--- src/rtl/fifo_seq_pkg.sv ---
// Shared state encoding and default sizing for the FIFO write/read sequencer.
package fifo_seq_pkg;

  localparam int DW_DEF     = 8;
  localparam int DEPTH_DEF  = 256;
  localparam int SETTLE_DEF = 2;

  typedef enum logic [2:0] {
    IDLE,
    WRITE,
    SETTLE,
    READ,
    DRAIN
  } seq_state_e;

endpackage

--- src/rtl/fifo_rd_check.sv ---
// Read-back checker: aligns compares to the cycle after each read strobe
// and latches any data mismatch until reset.
module fifo_rd_check
  import fifo_seq_pkg::*;
#(
  parameter int DW = DW_DEF,
  parameter int IW = $clog2(DEPTH_DEF) + 1
) (
  input  logic          sys_clk,
  input  logic          sys_rst_n,
  input  logic          i_rd_en,
  input  logic [DW-1:0] i_rd_data,
  input  logic [7:0]    i_round_cnt,
  input  logic          i_clr,
  output logic          o_err_flag
);

  logic          r_rd_en_d;
  logic [IW-1:0] r_cmp_idx;
  logic          r_err;
  logic [DW-1:0] w_exp;
  logic          w_cmp_bad;

  assign w_exp     = DW'(r_cmp_idx) + DW'(i_round_cnt);
  assign w_cmp_bad = r_rd_en_d && (i_rd_data != w_exp);

  // Clear wins over the final increment so the next round starts at index 0.
  always_ff @(posedge sys_clk or negedge sys_rst_n) begin
    if (!sys_rst_n) begin
      r_rd_en_d <= 1'b0;
      r_cmp_idx <= '0;
      r_err     <= 1'b0;
    end else begin
      r_rd_en_d <= i_rd_en;
      if (i_clr)          r_cmp_idx <= '0;
      else if (r_rd_en_d) r_cmp_idx <= r_cmp_idx + 1'b1;
      if (w_cmp_bad)      r_err     <= 1'b1;
    end
  end

  assign o_err_flag = r_err;

endmodule

--- src/rtl/fifo_seq_ctrl.sv ---
// FIFO exerciser: fills the FIFO with an incrementing pattern offset by the
// round count, waits for the flags to settle, reads it back and checks it.
module fifo_seq_ctrl
  import fifo_seq_pkg::*;
#(
  parameter int DW         = DW_DEF,
  parameter int DEPTH      = DEPTH_DEF,
  parameter int SETTLE_CYC = SETTLE_DEF
) (
  input  logic          sys_clk,
  input  logic          sys_rst_n,
  input  logic          fifo_full,
  input  logic          fifo_empty,
  input  logic [DW-1:0] fifo_rd_data,
  output logic          fifo_wr_en,
  output logic [DW-1:0] fifo_wr_data,
  output logic          fifo_rd_en,
  output logic          err_flag,
  output logic [7:0]    round_cnt,
  output logic          busy
);

  localparam int            IW      = $clog2(DEPTH) + 1;
  localparam int            SW      = (SETTLE_CYC > 1) ? $clog2(SETTLE_CYC) : 1;
  localparam logic [IW-1:0] IDX_LST = IW'(DEPTH - 1);
  localparam logic [IW-1:0] IDX_END = IW'(DEPTH);

  seq_state_e    r_state, w_state_nxt;
  logic [IW-1:0] r_wr_idx, r_rd_idx;
  logic [SW-1:0] r_settle_cnt;
  logic [7:0]    r_round_cnt;
  logic          w_wr_en, w_rd_en, w_settle_done, w_clr;

  assign w_settle_done = (r_settle_cnt == SW'(SETTLE_CYC - 1));
  assign w_clr         = (r_state == DRAIN);

  always_comb begin
    w_state_nxt = r_state;
    w_wr_en     = 1'b0;
    w_rd_en     = 1'b0;
    case (r_state)
      IDLE:   if (fifo_empty) w_state_nxt = WRITE;
      WRITE: begin
        w_wr_en = !fifo_full && (r_wr_idx < IDX_END);
        if (w_wr_en && r_wr_idx == IDX_LST) w_state_nxt = SETTLE;
      end
      SETTLE: if (w_settle_done) w_state_nxt = READ;
      READ: begin
        // An early empty only stalls; the read count alone ends the phase.
        w_rd_en = !fifo_empty && (r_rd_idx < IDX_END);
        if (w_rd_en && r_rd_idx == IDX_LST) w_state_nxt = DRAIN;
      end
      DRAIN:  w_state_nxt = WRITE;
      default: w_state_nxt = IDLE;
    endcase
  end

  always_ff @(posedge sys_clk or negedge sys_rst_n) begin
    if (!sys_rst_n) begin
      r_state      <= IDLE;
      r_wr_idx     <= '0;
      r_rd_idx     <= '0;
      r_settle_cnt <= '0;
      r_round_cnt  <= '0;
    end else begin
      r_state <= w_state_nxt;
      if (w_wr_en) r_wr_idx <= r_wr_idx + 1'b1;
      if (w_rd_en) r_rd_idx <= r_rd_idx + 1'b1;
      if (r_state == SETTLE)
        r_settle_cnt <= w_settle_done ? '0 : r_settle_cnt + 1'b1;
      if (r_state == DRAIN) begin
        r_wr_idx    <= '0;
        r_rd_idx    <= '0;
        r_round_cnt <= r_round_cnt + 1'b1;
      end
    end
  end

  fifo_rd_check #(
    .DW (DW),
    .IW (IW)
  ) u_rd_check (
    .sys_clk     (sys_clk),
    .sys_rst_n   (sys_rst_n),
    .i_rd_en     (w_rd_en),
    .i_rd_data   (fifo_rd_data),
    .i_round_cnt (r_round_cnt),
    .i_clr       (w_clr),
    .o_err_flag  (err_flag)
  );

  assign fifo_wr_en   = w_wr_en;
  assign fifo_rd_en   = w_rd_en;
  assign fifo_wr_data = DW'(r_wr_idx) + DW'(r_round_cnt);
  assign round_cnt    = r_round_cnt;
  assign busy         = (r_state != IDLE);

endmodule

--- config.mk ---
export PLATFORM = sky130hd
export DESIGN_NAME = fifo_seq_ctrl
export DESIGN_NICKNAME = d
export VERILOG_FILES = /design/src/rtl/fifo_seq_pkg.sv /design/src/rtl/fifo_rd_check.sv /design/src/rtl/fifo_seq_ctrl.sv
export SDC_FILE = /design/constraint.sdc
export NUM_CORES = 1
export LEC_CHECK = 0
export CAP_MARGIN = 20
export CORE_ASPECT_RATIO = 1.1
export CORE_MARGIN = 2
export CORE_UTILIZATION = 35
export DETAILED_ROUTE_END_ITERATION = 12
export MAX_ROUTING_LAYER = met4
export PLACE_DENSITY = 0.65
export SLEW_MARGIN = 20
export SYNTH_ARGS = -nofsm -noshare
export SYNTH_HDL_FRONTEND = slang
export SYNTH_SLANG_ARGS = --single-unit
--- constraint.sdc ---
create_clock -name sys_clk -period 4.05 [get_ports sys_clk]
set_input_delay 0.81 -clock sys_clk [delete_from_list [all_inputs] [get_ports sys_clk]]
set_output_delay 0.81 -clock sys_clk [all_outputs]
set_load 0.01 [all_outputs]
After elaboration in Yosys (flattened, before gate mapping):

Cells that the tools add are included.
W data, S select, Z words.

* add/subtract/negate cells: 7
* order comparisons: 2
* equality and inequality tests: 11
* mux-type cells: 14
* reduce and logical (&&, ||, !) cells: 13

Operators by type and width (count)
* $mux W9: 6
* $add A9 B1 Y9 const B: 3
* $eq A9 B8 Y1 const B: 2
* $lt A9 B9 Y1 const B: 2
* $add A8 B8 Y8: 2
* $pmux W3 S5: 1
* $mux W3: 4
* $add A8 B1 Y8 const B: 1
* $ne A2 B2 Y1 const B: 4
* $ne A8 B8 Y1: 1
* $eq A3 B2 Y1 const B: 2
* $reduce_bool A2 Y1: 3
* $logic_and A1 B1 Y1: 5
* $reduce_and A4 Y1: 1
* $eq A3 B1 Y1 const B: 1
* $eq A3 B3 Y1 const B: 1
* $logic_not A3 Y1: 1
* $mux W1: 3
* $reduce_bool A3 Y1: 1
* $logic_not A1 Y1: 2
* $add A1 B1 Y1 const B: 1

* bits in registers: 41
* bits of input ports: 12
* output and inout port bits: 20
* logic and storage cells: 55

Depth between registers and ports, before layout:

* depth after elaboration: 5
* gate-level depth with buffers: 9
* gate-level depth less buffers: 9

Modules after synthesis:

From an unflattened synthesis, not the netlist that was laid out.

* cell total of the unflattened synthesis: 272
* area, all modules: 2635.0 um^2

By module, submodules not included
* fifo_seq_ctrl: instances 1, cells an instance 193, area each 1843.0 um^2, seq. area each 750.7 um^2
* fifo_rd_check: instances 1, cells an instance 79, area each 792.0 um^2, seq. area each 250.2 um^2

Worst setup path after synthesis:

OpenSTA, ideal clock, no wires.

* path type: reg2out
* start: register r_round_cnt[0], in the netlist round_cnt[0]
* end: output port fifo_wr_data[6]
* data arrival time: 1.769 ns
* data required time: 3.240 ns
* setup slack: 1.471 ns
* stages on the path, launching flop included: 10
* buffers on the path: 0
* cells stage by stage: dfrtp_1 ha_1 inv_1 fa_1 nor2b_1 o21ai_0 nand2b_1 a21o_1 a21oi_1 xnor2_1

* longest elaborated chain between the ends: 1

RTL lines
* start: declaration: line fifo_seq_ctrl.sv:31 `logic [7:0] r_round_cnt;`
* start signal: assignment: line fifo_seq_ctrl.sv:74 `r_round_cnt <= r_round_cnt + 1'b1;`
* $add A8 B8 Y8: line fifo_seq_ctrl.sv:94 `assign fifo_wr_data = DW'(r_wr_idx) + DW'(r_round_cnt);`
* end: declaration: line fifo_seq_ctrl.sv:16 `output logic [DW-1:0] fifo_wr_data,`

Every way passes these cells.

Worst setup path in the final report:

Ends and elaborated chain as after synthesis.

==> results.cfg <==
[status]
status = finished, final reports clean

[drt]
drtAntennaViolNets = 0
via_per_inst = 4.894
drt-wirelength-per-cell_um = 13.48
drc_errors = 0
drtPass1Iterations = 4
wl_um = 4973
vias = 1806
drt_iter0_drc = 83

[place]
port_buffers = 31
place_congestion = 0.8617
hpwlAfterDp_um = 3641

[yosys]
synthAdderAreaFrac_pct = 11.71
synth_top_area_cell = dfrtp_1
yosys.area_share.simple_pct = 18.16
ys_seq_elements = 40
syn_area_per_cell_um2 = 9.920
synth-compound-area-share_pct = 9.233
netlist_area_mm2 = 0.002480
netlist_instances = 250
synth.top_cell.area_share_pct = 40.36
yosysWarnings = 0
synth.distinct_cells = 39
ys_top_cells_by_area = dfrtp_1, ha_1, xor2_1, xnor2_1, nor2_1
ys_seq_area_share_pct = 40.36
synth_top_family_by_area = simple AND/OR/NAND/NOR gates
synth_nets = 284
synthMuxAreaShare_pct = 1.615
synth_xor_area_share_pct = 16.60

[power]
p_per_area_mw_per_mm2 = 455.3
power_leakage_uw = 0.001388
ir_drop_v = 0.0003186

[timing]
rsz0062_at_grt = no
fin_tns_setup_ns = 0
whs_ns = 0.4724
fin_crit_ns = 3.593
min_period_over_period_pct = 88.72
worst_pin_slew_ns = 0.9254
relSlewSlack_pct = 38.31
drv_slew = 0
fmax_mhz = 278.3
finClkSkew_ns = 0.005320
setup_viol = 0
hold_violations = 0

[clock_tree]
clock_sink_count = 40
clk_pin_slew_ns = 0.08
root_buffer = clkbuf_8
cts_resized = 0
cts_hold_buf = 0
clk-insertion-delay-late_ns = 0.30
cts_tree = built
cts.path.max_buffers = 2
htree_num_levels = 2
post_cts.repair.setup_buffers = 0
numCtsBuffers = 5

[die]
ios = 32
die_x_um = 84.26
initial_core_util_pct = 35.80
fp.dieH_um = 92.29
die_area_mm2 = 0.007775
fp-row-count = 32
core-area_mm2 = 0.006927

[cells_and_area]
finalNetCount = 317
final_common_cell = dfrtp_1
area_delta_synth_final_pct = 20.53
n_antenna_cell = 0
drive_gt1_share_pct = 6.338
final_cell_mix = dfrtp_1, nor2_1, clkdlybuf4s50_1, xor2_1, xnor2_1

[global_route]
grt.overflow.total = 0
track_usage_pct = 14.60
grt_max_degree = 41
grt_pass1_vias = 1842
grt_pass1_wl_um = 8776
antenna_found_initial = 0

[worst_setup_path]
startpoint_type = flop
reg2reg_slack_ns = 1.82
arrival_ns = 2.78
endpoint_kind = output pin
crit_required_ns = 3.24
worst-path-max-fanout = 6
critical_path_class = flop to output pin
r2r-end = u_rd_check.o_err_flag$_DFFE_PN0P_
r2r_cells = 7
worstReg2RegStart = round_cnt[0]$_DFFE_PN0N_

[worst_hold_path]
whs_path_depth = 1
holdPathEnd = r_settle_cnt$_DFFE_PN0P_
hold_class = flop to flop
hp-start = r_settle_cnt$_DFFE_PN0P_

[flow_run]
maxCapViolations = 0
-- through the flow --
stage / util [%] / setup WS, ns / cell area (um2) / std cells / power, uW
after floorplan: - / 1.471 / 2480 / 250 / 831.2
after global placement: 41.55 / 0.8504 / 2878 / 361 / 1035
after detailed placement: 41.55 / 0.8274 / 2878 / 361 / 1045
after CTS: 43.15 / 0.4246 / 2989 / 369 / 1387
after global routing: 43.15 / 0.2465 / 2989 / 369 / 1460
final: 43.15 / 0.4570 / 2989 / 369 / 1361
-- flip-flops by register name, summed over array words and instances (netlist names) --
signal and cells:
r_rd_idx 9, u_rd_check.r_rd_en_d 1, u_rd_check.o_err_flag 1, r_state 3, round_cnt 8, r_settle_cnt 1
r_wr_idx 9, u_rd_check.r_cmp_idx 8
-- critical path, cell delays in order (launching register included) --
cell and delay, ns:
dfrtp_1 0.50, ha_1 0.24, inv_1 0.06, fa_1 0.42
nor2b_1 0.14, o21ai_0 0.09, nand2b_1 0.13, a21o_1 0.14
a21oi_1 0.08, xnor2_1 0.14, clkdlybuf4s50_1 0.56
-- logic make-up (layout without fill, tap and decap cells) --
| family | Yosys count | after routing |
|---|---|---|
| mux | 4 | 4 |
| compound gates | 37 | 37 |
| flops | 40 | 40 |
| buf+inv | 14 | 48 |
| simple gates | 86 | 86 |
| fa+ha+maj | 22 | 22 |
| xor+xnor | 47 | 47 |
-- layout make-up --
type                    instances  area [um2]
fillers                       696        3938
multi-input cells             196        1428
flip-flops and latches         40        1001
repair buffers                 32       312.8
well taps                      85       106.4
clock buffers                   5       68.82
clock inverters                 3       42.54
inverters                       8       30.03
-- synth_stat cells --
master    instances
and3_1            3
and3b_1           1
a21oi_1          14
dfrtp_1          40
xnor2_1          22
nor3_1            1
nand2_1          17
fa_1              2
clkbuf_1          4
xor2_1           25
o41ai_1           1
o21ai_0           9
o32a_1            1
a21o_1            4
nand3_1           4
or3_1             4
o21a_1            1
nand2b_1          3
inv_1             8
nor2b_1           3
o21bai_1          3
nor2_1           32
a21oi_2           1
buf_4             1
a211oi_2          1
nand3_2           1
or3_2             1
nand3b_4          1
nor3_4            1
buf_2             1
mux2i_1           4
ha_1             20
o31ai_1           1
nor3b_2           1
a31oi_1           1
and2b_2           1
nand4_1          10
nor4_1            1
or2b_1            1
-- power breakdown --
| part | internal [uW] | total [uW] | leakage (uW) | switching [uW] |
|---|---|---|---|---|
| logic | 252 | 463 | 0.000801 | 211 |
| clock network | 182 | 332 | 0.0000541 | 150 |
| registers | 466 | 566 | 0.000533 | 100 |
| total | 900 | 1360 | 0.00139 | 461 |
-- how the worst max path moves through the flow --
stage / startpoint / endpoint / slack [ns] / cells after the start
2_1_floorplan: round_cnt[0]$_DFFE_PN0N_ / fifo_wr_data[6] / 1.47 / 9
3_3_place_gp: round_cnt[0]$_DFFE_PN0N_ / fifo_wr_data[6] / 0.85 / 10
3_5_place_dp: round_cnt[0]$_DFFE_PN0N_ / fifo_wr_data[6] / 0.83 / 10
4_1_cts: round_cnt[0]$_DFFE_PN0N_ / fifo_wr_data[6] / 0.42 / 10
5_1_grt: round_cnt[0]$_DFFE_PN0N_ / fifo_wr_data[6] / 0.25 / 10
6_report: round_cnt[0]$_DFFE_PN0N_ / fifo_wr_data[6] / 0.46 / 10
-- metal layers --
layer  GRT usage, %  part of all wire [%]  vias to the layer above
met5              -                     0                        -
met4          5.914                   2.4                        0
met3          2.880                   4.6                       10
met2          22.22                    46                       36
met1          19.12                    47                      835
li1               -                     -                      925
Note: power is estimated with default switching activity, not from simulation.
